===== config.mk =====
export PLATFORM = sky130hd
export DESIGN_NAME = data_path_mc_flat
export DESIGN_NICKNAME = d
export VERILOG_FILES = /design/src/rtl/data_path_mc_if.sv /design/src/rtl/data_path_mc.sv /design/src/flat_wrapper.sv
export SDC_FILE = /design/constraint.sdc
export NUM_CORES = 1
export LEC_CHECK = 0
export CORE_MARGIN = 2
export CORE_UTILIZATION = 52
export CTS_CLUSTER_DIAMETER = 100
export DETAILED_ROUTE_END_ITERATION = 10
export PLACE_DENSITY_LB_ADDON = 0.2
export SKIP_CTS_REPAIR_TIMING = 1
export SLEW_MARGIN = 0
export SYNTH_ARGS = -nofsm -noshare
export SYNTH_HDL_FRONTEND = slang
export SYNTH_SLANG_ARGS = --single-unit

===== constraint.sdc =====
create_clock -name clk -period 2.5 [get_ports clk]
set_input_delay 0.5 -clock clk [delete_from_list [all_inputs] [get_ports clk]]
set_output_delay 0.5 -clock clk [all_outputs]
set_load 0.05 [all_outputs]

===== src/rtl/data_path_mc_if.sv =====
// rtl/data_path_mc_if.sv - request channels and FIFO read-side bus of data_path_mc
interface data_path_mc_if #(
  parameter int N_CH   = 4,
  parameter int ADDR_W = 8,
  parameter int TAG_W  = 4,
  parameter int DEPTH  = 16
);
  logic [N_CH-1:0]         ch_ce;
  logic [N_CH*ADDR_W-1:0]  ch_addr;
  logic [N_CH-1:0]         ch_ack;
  logic                    rd_en;
  logic [TAG_W+ADDR_W-1:0] dout;
  logic                    dout_valid;
  logic                    full;
  logic                    empty;
  logic [$clog2(DEPTH):0]  level;

  modport master (
    output ch_ce, ch_addr, rd_en,
    input  ch_ack, dout, dout_valid, full, empty, level
  );

  modport slave (
    input  ch_ce, ch_addr, rd_en,
    output ch_ack, dout, dout_valid, full, empty, level
  );
endinterface


===== src/rtl/data_path_mc.sv =====
// rtl/data_path_mc.sv - N-channel arbiter feeding a tagged FIFO with registered read port
module data_path_mc #(
  parameter int N_CH     = 4,
  parameter int ADDR_W   = 8,
  parameter int TAG_W    = 4,
  parameter int DEPTH    = 16,
  parameter int ARB_MODE = 0
) (
  input logic           clk,
  input logic           rst,
  data_path_mc_if.slave bus
);
  localparam int PTR_W = $clog2(DEPTH);
  localparam int LVL_W = PTR_W + 1;
  localparam int IDX_W = $clog2(N_CH);
  localparam int ENT_W = TAG_W + ADDR_W;

  logic [ENT_W-1:0] mem [DEPTH];
  logic [PTR_W-1:0] wr_ptr, rd_ptr;
  logic [IDX_W-1:0] rr_ptr, grant_idx, cand;
  logic [LVL_W-1:0] level_nxt;
  logic             found, wr_ok, wr_en, rd_acc;

  // First requester found scanning from rr_ptr (round-robin) or from 0 (fixed).
  always_comb begin
    grant_idx = '0;
    found     = 1'b0;
    cand      = '0;
    for (int k = 0; k < N_CH; k++) begin
      if (ARB_MODE == 1) cand = IDX_W'(k);
      else               cand = IDX_W'((int'(rr_ptr) + k) % N_CH);
      if (!found && bus.ch_ce[cand]) begin
        found     = 1'b1;
        grant_idx = cand;
      end
    end
  end

  // A read on a full FIFO frees the slot the same edge, so the write may proceed.
  assign rd_acc = bus.rd_en && !bus.empty;
  assign wr_ok  = !bus.full || bus.rd_en;
  assign wr_en  = !rst && wr_ok && found;

  always_comb begin
    bus.ch_ack = '0;
    if (wr_en) bus.ch_ack[grant_idx] = 1'b1;
  end

  assign level_nxt = bus.level + LVL_W'(wr_en) - LVL_W'(rd_acc);

  always_ff @(posedge clk) begin
    if (wr_en)
      mem[wr_ptr] <= {TAG_W'(grant_idx), bus.ch_addr[int'(grant_idx)*ADDR_W +: ADDR_W]};
  end

  always_ff @(posedge clk or posedge rst) begin
    if (rst) begin
      wr_ptr         <= '0;
      rd_ptr         <= '0;
      rr_ptr         <= '0;
      bus.dout       <= '0;
      bus.dout_valid <= 1'b0;
      bus.level      <= '0;
      bus.full       <= 1'b0;
      bus.empty      <= 1'b1;
    end else begin
      if (wr_en) begin
        wr_ptr <= wr_ptr + PTR_W'(1);
        if (ARB_MODE == 0) rr_ptr <= IDX_W'((int'(grant_idx) + 1) % N_CH);
      end
      if (rd_acc) begin
        rd_ptr   <= rd_ptr + PTR_W'(1);
        bus.dout <= mem[rd_ptr];
      end
      bus.dout_valid <= rd_acc;
      bus.level      <= level_nxt;
      bus.full       <= (level_nxt == LVL_W'(DEPTH));
      bus.empty      <= (level_nxt == '0);
    end
  end
endmodule


===== src/flat_wrapper.sv =====
// flat-port wrapper written by rule: the top's interface ports become plain ports
module data_path_mc_flat 
#(
  parameter int N_CH     = 4,
  parameter int ADDR_W   = 8,
  parameter int TAG_W    = 4,
  parameter int DEPTH    = 16,
  parameter int ARB_MODE = 0
)
  (clk, rst, bus_ch_ce, bus_ch_addr, bus_rd_en, bus_ch_ack, bus_dout, bus_dout_valid, bus_full, bus_empty, bus_level);
  data_path_mc_if #(.N_CH(N_CH), .ADDR_W(ADDR_W), .TAG_W(TAG_W), .DEPTH(DEPTH)) bus_i ();
  input logic clk;
  input logic rst;
  input wire logic [$bits(bus_i.ch_ce)-1:0] bus_ch_ce;
  input wire logic [$bits(bus_i.ch_addr)-1:0] bus_ch_addr;
  input wire logic [$bits(bus_i.rd_en)-1:0] bus_rd_en;
  output wire logic [$bits(bus_i.ch_ack)-1:0] bus_ch_ack;
  output wire logic [$bits(bus_i.dout)-1:0] bus_dout;
  output wire logic [$bits(bus_i.dout_valid)-1:0] bus_dout_valid;
  output wire logic [$bits(bus_i.full)-1:0] bus_full;
  output wire logic [$bits(bus_i.empty)-1:0] bus_empty;
  output wire logic [$bits(bus_i.level)-1:0] bus_level;
  assign bus_i.ch_ce = bus_ch_ce;
  assign bus_i.ch_addr = bus_ch_addr;
  assign bus_i.rd_en = bus_rd_en;
  assign bus_ch_ack = bus_i.ch_ack;
  assign bus_dout = bus_i.dout;
  assign bus_dout_valid = bus_i.dout_valid;
  assign bus_full = bus_i.full;
  assign bus_empty = bus_i.empty;
  assign bus_level = bus_i.level;
  data_path_mc #(.N_CH(N_CH), .ADDR_W(ADDR_W), .TAG_W(TAG_W), .DEPTH(DEPTH), .ARB_MODE(ARB_MODE)) u_core (.clk(clk), .rst(rst), .bus(bus_i));
endmodule

Yosys cells after proc, flatten, opt, wreduce, memory -nomap -nowiden
Memory sizes are Yosys's and may differ from the RTL's. A register that Yosys moved wholly into a read port is not among the register bits.
Cells that the tools add are included.

operators by class
  shift-type cells = 1
  magnitude comparators = 6
  reductions and logical operators = 15
  mux-type cells = 21
  equal/unequal tests = 1
  add/subtract/negate cells = 8

operators with widths
  operator                                                            count
  variable part select 32 x 6 -> 8 bit                                1
  < comparator 2 x 3 -> 1 bit (second input constant)                 5
  2-to-1 mux 1 bit                                                    11
  adder 4 x 1 -> 4 bit (second input constant)                        2
  binary-select mux 1 bit (select 2 bit)                              4
  2-to-1 mux 2 bit                                                    4
  logical AND 1 bit                                                   7
  zero test 1 bit                                                     6
  adder 5 x 1 -> 5 bit                                                1
  equality test 5 bit (second input constant)                         1
  zero test 5 bit                                                     1
  subtractor 5 x 1 -> 5 bit                                           1
  adder 2 x 1 -> 2 bit (second input constant)                        2
  adder 2 bit (second input constant)                                 2
  2-to-1 mux 4 bit                                                    1
  demux 1 bit (select 2 bit)                                          1
  greater-or-equal comparator 2 x 1 -> 1 bit (second input constant)  1
  logical OR 1 bit                                                    1

storage, ports and cells
  bits in registers = 30
  memories = 1
  memory bits (writable) = 160
  output and inout port bits = 24
  bits of input ports = 39

memory list
  memory      words  width  rd ports  clocked after memory_dff  write ports  line                source
  u_core.mem  16     10     1         1                         1            data_path_mc.sv:18  logic [ENT_W-1:0] mem [DEPTH];

Depth between registers and ports, before layout
Gate-level depths: netlist of the first run.

  depth in word-level cells = 17
  gate-level depth with buffers = 12
  mapped depth without buffers = 10

Worst setup path before layout of the first run
No wires, ideal clock.

  path type = register to register
  from = reg u_core.bus.empty
  to = reg u_core.bus.full
  required time = 2.434 ns
  clock period less this slack = 2.822 ns
  cell stages (with the launch flop) = 13
  path slack = -0.322 ns
  buffers on the path = 2
  arrival = 2.756 ns
  cells stage by stage = dfstp_2 nand2b_1 buf_2 inv_1 clkbuf_1 ha_1 inv_1 ha_1 fa_1 a21o_1 a21oi_1 xnor2_1 and2_1

on the way
  word-level cells in the longest chain between the ends = 4

ends and longest elaborated chain
  what                       line                   source
  from (decl)                data_path_mc_if.sv:25  output ch_ack, dout, dout_valid, full, empty, level
  from (signal assigned)     data_path_mc.sv:78     bus.empty <= (level_nxt == '0);
  zero test 1 bit            data_path_mc.sv:40     assign rd_acc = bus.rd_en && !bus.empty;
  logical AND 1 bit          data_path_mc.sv:40
  net u_core.rd_acc          data_path_mc.sv:22     logic found, wr_ok, wr_en, rd_acc;
  subtractor 5 x 1 -> 5 bit  data_path_mc.sv:49     assign level_nxt = bus.level + LVL_W'(wr_en) - LVL_W'(rd_acc);
  net u_core.level_nxt[4]    data_path_mc.sv:21     logic [LVL_W-1:0] level_nxt;
  equality test 5 bit        data_path_mc.sv:77     bus.full <= (level_nxt == LVL_W'(DEPTH));
  to (signal assigned)       data_path_mc.sv:77
  to (decl)                  data_path_mc_if.sv:25

The timed path passes the listed nets, and every way through them passes these cells.
A chain may end at the register's enable or synchronous reset.

Worst setup path after layout of the first run
  from = reg u_core.rr_ptr[1]
  to = out bus_ch_ack[0]

on the way
  word-level cells in the longest chain between the ends = 17

ends and longest elaborated chain
  what                                                                  line                source
  from (decl)                                                           data_path_mc.sv:20  logic [IDX_W-1:0] rr_ptr, grant_idx, cand;
  from (signal assigned)                                                data_path_mc.sv:69  if (ARB_MODE == 0) rr_ptr <= IDX_W'((int'(grant_idx) + 1) % N_CH);
  branches (longest 16 deep; another with < comparator 2 x 3 -> 1 bit)  -
  2-to-1 mux 4 bit *                                                    data_path_mc.sv:46  if (wr_en) bus.ch_ack[grant_idx] = 1'b1;
  to (decl)                                                             flat_wrapper.sv:17  output wire logic [$bits(bus_i.ch_ack)-1:0] bus_ch_ack;

Every way passes the cells marked *. The select of a mux whose other input is x is not followed.

==> qor.csv, run 1 <==
metric,value,unit
holdCritPathClass,register to register,
async_reset_ff_frac,0.149,
yosysSeqAreaShare,0.691,
slew_headroom,0.636,
clk_latency,0.43,ns
multi_input_area,2310,um^2
fin_util,0.661,
min_to,u_core.bus.dout[3],
place.gp.congestion,0.759,
nFillCells,1055,
fin_skew,0.00757,ns
leakage,3.62,nW
crit_path_end_kind,primary output,
antenna_found_initial,0,
drv_cap,0,
arrival,1.97,ns
num_antenna_cells,0,
grt.met3_usage,0.0501,
coreArea,15100,um^2
dp_hpwl,10300,um
die-area,16300,um^2
total_power,12.1,mW
drt_iter0_markers,315,
ys_types,43,
grt_pass1_vias,4546,
portBuffers,60,
drt_pass1_iterations,5,
r2r_slack,0.28,ns
path_max_fanout,5,
h-tree-depth,4,
drive_above_1_share,0.257,
globalRouteMet1Util,0.286,
synthFlopType,edfxtp_1,
drc,0,
worst_slew_pin_slew,0.544,ns
hold_start,u_core.bus.dout[3],
grt_usage,0.215,
crit_type,register to primary output,
whs,0.498,ns
pin_count,63,
root_buffer,clkbuf_16,
grt_pass1_wl,25100,um
fmax,404,MHz
post-route-period-util,0.990,
busiest_layer,met2,
final_cell_count_no_fill,748,
synthesis.area,7970,um^2
cts_tree,done,
finalSetupViolCount,0,
rows,45,
die_h,128,um
crit_path_start_kind,register,
cp.required,2.00,ns
layout_min_cycle_time,2.47,ns
vias,4290,
wirelength,16300,um
r2r-end,u_core.bus.empty,
clkTransAtPathRegs,0.07,ns
fin_nets,601,
reg2reg_from,u_core.bus.empty,
grt_max_degree,44,
seq_area,5510,um^2
ys_ff_latch,188,
vias_per_cell,5.74,
avgRoutedWirePerCell,21.8,um
ir_worst_vdd,0.576,mV
yosysWarnings,0,
grt-ovfl-total,0,
gr-usage-met2,0.352,
clockBufferDepth,2,
die_x,128,um
run_status,"complete, no violations",
start_util,0.528,
dpl.cell_count,713,
slew_violations,0,
cts_num_sinks,188,
synth-edff-count,160,
ant_nets,0,
syn_inst,446,
finalHoldViolCount,0,
p_per_area,1210,nW/um^2
cts_buffers,17,
hold-path-cell-count,1,
synth_area_per_cell,17.9,um^2
rsz0062_at_grt,yes,
area_growth,25.1,%
r2r_cells,9,
[worst max-delay path, stage by stage (launching register included)]
cell and delay (ns):
dfrtp_2 0.43, buf_4 0.15, a21oi_2 0.12, o21ai_2 0.06
o2bb2a_4 0.27, inv_4 0.06, ha_2 0.17, and2_4 0.14
buf_8 0.14
[through the flow]
step                TNS, ns  setup slack [ns]  cell area, um^2
detailed placement   -37.31            -0.249             9200
global route         -0.270           -0.0739             9970
global placement     -20.50            -0.186             9200
CTS                  -0.683            -0.232             9850
finish                    0            0.0257             9970
floorplan            -0.109           -0.0728             8030
[final cells by class]
| class | count | area share |
|---|---|---|
| repair buffers | 106 | 0.119 |
| well taps | 188 | 0.0236 |
| clock inverters | 15 | 0.0228 |
| multi-input cells | 216 | 0.232 |
| clock buffers | 17 | 0.0427 |
| inverters | 18 | 0.00728 |
| flip-flops and latches | 188 | 0.553 |
[layer usage]
layer  vias to the layer above  part of all wire
li1                       1929                 -
met1                      2226              0.44
met2                       108              0.50
met3                        27             0.043
met4                         0             0.017
met5                         -                 0
[cell usage after synthesis, types with 2 or more instances]
cell type / count / area (um^2)
inv_1: 18 / 67.6
a21oi_1: 11 / 55.1
mux2_4: 4 / 60.1
buf_4: 7 / 52.6
buf_12: 3 / 60.1
nand4_1: 2 / 12.5
edfxtp_1: 160 / 4800
and2_1: 14 / 87.6
nand3b_1: 2 / 15.0
dfrtp_1: 27 / 676
mux2i_1: 37 / 370
a21o_1: 2 / 15.0
nand2_1: 18 / 67.6
ha_1: 14 / 175
xnor2_1: 9 / 78.8
nor2b_1: 2 / 12.5
nor4_1: 2 / 12.5
mux4_2: 27 / 608
buf_6: 4 / 45.0
mux2_2: 5 / 56.3
clkbuf_1: 3 / 11.3
a22oi_1: 4 / 30.0
buf_2: 8 / 40.0
nor2_1: 14 / 52.6
o22ai_1: 9 / 56.3
o21ai_1: 5 / 25.0
mux4_1: 8 / 210
nor3_1: 4 / 20.0
nand2b_1: 9 / 56.3
[worst max path at each step]
stage | start | endpoint | slack, ns
2_1_floorplan | u_core.bus.empty | u_core.bus.full | -0.07
3_3_place_gp | bus_ch_ce[0] | u_core.bus.full | -0.19
3_5_place_dp | bus_ch_ce[0] | u_core.bus.full | -0.25
4_1_cts | bus_ch_ce[1] | bus_ch_ack[1] | -0.23
5_1_grt | u_core.rr_ptr[1] | bus_ch_ack[0] | -0.07
6_report | u_core.rr_ptr[1] | bus_ch_ack[0] | 0.03
[flip-flops by register name (all words and copies together) (netlist names), 2 cells and up]
register	flops
u_core.rr_ptr	2
u_core.mem	160
u_core.rd_ptr	4
u_core.bus.level	5
u_core.wr_ptr	4
u_core.bus.dout	10
[cell usage in the layout (no fill, tap or decap), types with 3 or more instances in the layout]
cell             synthesis  routed
nand2_1                 18      18
mux2_4                   4       4
mux2_2                   5       5
and2_4                   0       4
nor3_1                   4       4
mux2i_1                 37      37
o22ai_1                  9       9
nor2_1                  14      14
inv_6                    0       3
o21ai_1                  5       4
xnor2_1                  9       9
a22oi_1                  4       4
clkinv_4                 0       4
buf_4                    7      29
edfxtp_1               160     160
clkdlybuf4s50_1          0      53
dlymetal6s2s_1           0       3
bufinv_16                0       4
nand2b_1                 9       8
clkbuf_16                0      17
mux4_2                  27      27
mux4_1                   8       8
dfrtp_1                 27      24
dfrtp_2                  0       3
and2_1                  14      10
buf_12                   3      18
a21oi_1                 11       9
ha_4                     0       5
inv_1                   18      14
ha_1                    14       8
[where the power goes]
| group | internal, mW | switching [mW] | total, mW | leakage [nW] |
|---|---|---|---|---|
| clock | 1.71 | 1.20 | 2.91 | 0.315 |
| sequential | 4.21 | 0.292 | 4.50 | 1.77 |
| combinational | 2.07 | 2.58 | 4.65 | 1.53 |
| total | 7.99 | 4.07 | 12.1 | 3.62 |
[cell families (layout without fill, tap and decap cells)]
family                     Yosys count  count (layout)  synth area share
DFF                                188             188             0.691
muxes                               81              81             0.164
and+or+nand+nor                     71              71            0.0458
buffers and inverters               43             156            0.0347
AOI/OAI and AO/OA                   37              37            0.0287
adders and majority gates           15              15            0.0245
xor gates and xnor gates            10              10            0.0110
other                                1               2          0.000471
Power figures use the tool's default switching activity.
==> run 2: changes to the inputs <==
--- a/config.mk
+++ b/config.mk
@@ -9,6 +9,7 @@
 export CORE_UTILIZATION = 52
 export CTS_CLUSTER_DIAMETER = 100
 export DETAILED_ROUTE_END_ITERATION = 10
+export GPL_TIMING_DRIVEN = 0
 export PLACE_DENSITY_LB_ADDON = 0.2
 export SKIP_CTS_REPAIR_TIMING = 1
 export SLEW_MARGIN = 0
==> qor.csv, run 2 (synthesis gave the netlist of run 1 again) <==
metric,value,unit,change
slew_headroom,0.159,,-0.477
p_clk_frac,0.218,,-0.023
final_cell_area,9970,um^2,about the same
finalSetupViolCount,39,,+39
worst_slew_pin_slew,1.23,ns,+0.682 ns
p_int,8.04,mW,+0.60%
switching_share,0.347,,+0.00917
place_ws,-1.14,ns,-0.889 ns
run_status,finished with violations,,
ant_nets,0,,unchanged
final_common_cell,edfxtp_1,,
place_area,8930,um^2,-2.9%
rsz0062_at_grt,yes,,
vias_per_cell,5.82,,+1.6%
setup_ws,-0.343,ns,-0.369 ns
final_cell_count_no_fill,758,,+1.3%
arrival,2.34,ns,+0.37 ns
path_max_fanout,5,,unchanged
whs,0.522,ns,+0.0249 ns
portBuffers,60,,unchanged
crit_path_end_kind,primary output,,
wirelength,17000,um,+4.5%
largest_reg_flops,160,,unchanged
root_buffer,clkbuf_16,,
clk_latency,0.43,ns,about the same
h-tree-depth,4,,unchanged
maxUsedRoutingLayer,met4,,
dp_hpwl,10600,um,+3.1%
post-route-period-util,1.14,,+0.148
cp.required,2.00,ns,about the same
area_growth,25.1,%,about the same
grt_usage,0.212,,-0.00288
ir_worst_vdd,0.589,mV,+2.3%
cts_buffers,17,,unchanged
cts_tree,done,,
layout_common_cells,"edfxtp_1, clkdlybuf4s50_1, mux2i_1, buf_4, mux4_2",,
drive_above_1_share,0.284,,+0.0271
fin_nets,611,,+1.7%
comb_power_share,0.420,,+0.035
met2WireLength,8540,um,+4.2%
total_power,12.3,mW,+2.0%
antenna_found_initial,0,,unchanged
die_x,128,um,unchanged
met3_length,845,um,+20%
nFillCells,1051,,-0.38%
fmax,352,MHz,-13%
dpl.cell_count,699,,-2.0%
avgRoutedWirePerCell,22.4,um,+3.1%
grt-ovfl-total,0,,unchanged
cts_num_sinks,188,,unchanged
finalHoldViolCount,0,,unchanged
regMostFlops,u_core.mem,,
clockBufferDepth,2,,unchanged
fin_skew,0.00621,ns,-0.00136 ns
clkTransAtPathRegs,0.06,ns,about the same
drt_pass1_iterations,5,,unchanged
crit_path_start_kind,input pin,,
num_antenna_cells,0,,unchanged
place.gp.congestion,0.804,,+6.0%
power.switching,4.27,mW,+4.8%
layout_min_cycle_time,2.84,ns,+0.369 ns
drc,0,,unchanged
grt_pass1_vias,4337,,-4.6%
holdCritPathClass,register to register,,
rows,45,,unchanged
die_h,128,um,unchanged
grt_pass1_wl,24900,um,-1.0%
coreArea,15100,um^2,unchanged
die-area,16300,um^2,unchanged
reg.largest.list,"u_core.mem (160), u_core.bus.dout (10), u_core.bus.level (5)",,
pin_count,63,,unchanged
drt_iter0_markers,318,,+0.95%
leakage,3.63,nW,+0.25%
fin_util,0.661,,about the same
drt-met1-wl,7380,um,+3.9%
setup_tns,-5.95,ns,-5.95 ns
drv_cap,0,,unchanged
slew_violations,0,,unchanged
failed_checks,setup timing,,
p_per_area,1230,nW/um^2,+2.0%
power_frac_seq,0.362,,-0.011
vias,4415,,+2.9%
start_util,0.528,,unchanged
grt_max_degree,29,,-34%
crit_type,input pin to primary output,,
==> run 2: worst paths after layout <==
path / startpoint / endpoint / slack [ns] / cells after the start
setup / recovery: bus_ch_ce[3] / bus_ch_ack[0] / -0.34 / 8
hold / removal: u_core.bus.dout[3] / u_core.bus.dout[3] / 0.52 / 1
setup reg to reg: u_core.rr_ptr[1] / u_core.mem[2][4] / -0.20 / 5
hold reg to reg: u_core.bus.dout[3] / u_core.bus.dout[3] / 0.52 / 1
max in group asynchronous: rst / u_core.rr_ptr[1] / 1.08 / 2
min in group asynchronous: rst / u_core.bus.full / 0.70 / 2
==> run 2: power groups by stage <==
stage | Sequential (mW) | Clock (mW) | Combinational (mW)
floorplan | 4.93 | 0 | 2.78
global placement | 4.49 | 0 | 4.41
detailed placement | 4.52 | 0 | 4.57
CTS | 4.46 | 2.69 | 4.59
global route | 4.50 | 2.83 | 5.53
finish | 4.45 | 2.68 | 5.17
==> run 2: cell type report <==
type | instances | area (um^2) | area share
inverter | 18 | 70.1 | 0.00703
clock buffer | 22 | 474 | 0.0476
buffer | 25 | 265 | 0.0266
clock inverter | 10 | 114 | 0.0114
tap | 188 | 235 | 0.0236
timing repair buffer | 91 | 906 | 0.0909
sequential | 188 | 5510 | 0.552
multi-input combinational | 216 | 2400 | 0.241
==> run 2: worst max-delay path: stages <==
cell and delay, ns:
clkdlybuf4s50_1 0.52, a21oi_1 0.12, a311oi_4 0.40, clkbuf_16 0.23, inv_1 0.07, ha_1 0.21, and2_1 0.15, buf_6 0.15
==> run 2: per-layer routing <==
metal,global-route usage,vias to the layer above
li1,-,1945
met1,0.296,2300
met2,0.338,152
met3,0.0447,18
met4,0.0698,0
met5,0,-
==> run 3: changes to the inputs <==
--- a/config.mk
+++ b/config.mk
@@ -6,7 +6,7 @@
 export NUM_CORES = 1
 export LEC_CHECK = 0
 export CORE_MARGIN = 2
-export CORE_UTILIZATION = 52
+export CORE_UTILIZATION = 55
 export CTS_CLUSTER_DIAMETER = 100
 export DETAILED_ROUTE_END_ITERATION = 10
 export GPL_TIMING_DRIVEN = 0
==> constraint.sdc (replaced) <==
create_clock -name clk -period 3.07 [get_ports clk]
set_input_delay 0.614 -clock clk [delete_from_list [all_inputs] [get_ports clk]]
set_output_delay 0.614 -clock clk [all_outputs]
set_load 0.05 [all_outputs]
==> qor.csv, run 3 (synthesis gave the netlist of run 1 again) <==
metric,value,unit,change
run_status,"complete, no violations",,
maxUsedRoutingLayer,met4,,
crit_type,input pin to primary output,,
met3_length,931,um,+10%
drc,0,,unchanged
slew_headroom,0.128,,-0.0315
vias,4311,,-2.4%
drt_iter0_markers,354,,+11%
setup_ws,0.0765,ns,+0.420 ns
cts_num_sinks,188,,unchanged
area_growth,20.4,%,
regMostFlops,u_core.mem,,
worst_slew_pin_slew,1.27,ns,+0.0459 ns
drv_cap,0,,unchanged
root_buffer,clkbuf_16,,
total_power,9.51,mW,-23%
drt_pass1_iterations,5,,unchanged
dp_hpwl,10600,um,-0.15%
final_cell_area,9590,um^2,-3.8%
grt_pass1_wl,25300,um,+1.7%
grt_usage,0.223,,+0.0106
leakage,3.50,nW,-3.4%
crit_path_start_kind,input pin,,
layout_common_cells,"edfxtp_1, clkdlybuf4s50_1, mux2i_1, mux4_2, dfrtp_1",,
whs,0.527,ns,+0.00470 ns
finalHoldViolCount,0,,unchanged
path_max_fanout,4,,-1
holdCritPathClass,register to register,,
final_common_cell,edfxtp_1,,
drive_above_1_share,0.210,,-0.0742
fin_skew,0.00695,ns,+0.000734 ns
num_antenna_cells,0,,unchanged
clockBufferDepth,2,,unchanged
wirelength,16900,um,-0.86%
crit_path_end_kind,primary output,,
grt_pass1_vias,4417,,+1.8%
die_h,124,um,-2.7%
fin_nets,598,,-2.1%
die_x,124,um,-2.7%
ant_nets,0,,unchanged
slew_violations,0,,unchanged
ir_worst_vdd,0.551,mV,-6.5%
coreArea,14000,um^2,-6.9%
clkTransAtPathRegs,0.06,ns,about the same
cp.required,2.46,ns,+0.46 ns
antenna_found_initial,0,,unchanged
grt_max_degree,29,,unchanged
cts_buffers,17,,unchanged
grt-ovfl-total,0,,unchanged
cts_tree,done,,
start_util,0.567,,+0.0394
nFillCells,935,,-11%
vias_per_cell,5.85,,+0.43%
h-tree-depth,4,,unchanged
portBuffers,60,,unchanged
fmax,334,MHz,
avgRoutedWirePerCell,22.9,um,+2.0%
finalSetupViolCount,0,,-100%
rows,43,,-4.4%
reg.largest.list,"u_core.mem (160), u_core.bus.dout (10), u_core.bus.level (5)",,
place.gp.congestion,0.795,,-1.2%
die-area,15500,um^2,-5.3%
place_ws,-0.803,ns,+0.335 ns
p_per_area,991,nW/um^2,-20%
layout_min_cycle_time,2.99,ns,
post-route-period-util,0.975,,
met2WireLength,8590,um,+0.57%
clk_latency,0.43,ns,about the same
place_area,8860,um^2,-0.76%
drt-met1-wl,7040,um,-4.6%
arrival,2.38,ns,+0.04 ns
largest_reg_flops,160,,unchanged
pin_count,63,,unchanged
==> run 3: changes by cell type in the layout (fill, tap and decap cells not counted), sizes merged <==
| cell | change |
|---|---|
| clkbuf | +4 |
| clkinv | +1 |
| inv | -3 |
| bufinv | -1 |
| buf | -15 |
| clkinvlp | +1 |
==> run 3: path summary, 6_finish.rpt <==
check	cells past startpoint	end	slack (ns)	from
hold / removal	1	u_core.bus.dout[3]	0.53	u_core.bus.dout[3]
setup / recovery	8	bus_ch_ack[2]	0.08	bus_ch_ce[3]
min in group asynchronous	2	u_core.bus.level[4]	0.88	rst
hold reg to reg	1	u_core.bus.dout[3]	0.53	u_core.bus.dout[3]
max in group asynchronous	2	u_core.rd_ptr[2]	1.50	rst
setup reg to reg	11	u_core.bus.full	0.22	u_core.bus.empty
==> run 3: cell type report <==
class,count,area [um^2],share of cell area
sequential,188,5510,0.574
clock buffer,24,472,0.0492
buffer,24,225,0.0235
tap,180,225,0.0235
timing repair buffer,79,776,0.0809
clock inverter,8,68.8,0.00717
multi-input combinational,216,2250,0.234
inverter,18,71.3,0.00743
==> run 3: metal layers <==
metal | global-route usage | vias up
met2 | 0.359 | 145
met5 | 0 | -
met1 | 0.306 | 2217
li1 | - | 1927
met3 | 0.0554 | 22
met4 | 0.0628 | 0
==> run 3: power breakdown <==
part / internal [mW] / switching [mW] / leakage, nW
clock network: 1.15 / 0.881 / 0.263
logic: 1.61 / 2.22 / 1.47
registers: 3.44 / 0.198 / 1.77
==> run 3: per-stage QoR <==
stage,instances,util,TNS (ns)
2_1_floorplan,447,-,0
3_3_place_gp,687,0.627,-73.66
3_5_place_dp,691,0.631,-74.15
4_1_cts,723,0.670,-8.19
5_1_grt,737,0.683,-0.326
6_report,737,0.683,0
==> run 3: critical path, cell delays in order <==
cell and delay (ns):
clkdlybuf4s50_1 0.52, a21oi_1 0.12, a311oi_4 0.37, buf_8 0.16, inv_1 0.06, ha_1 0.18
and2_1 0.13, clkbuf_2 0.23
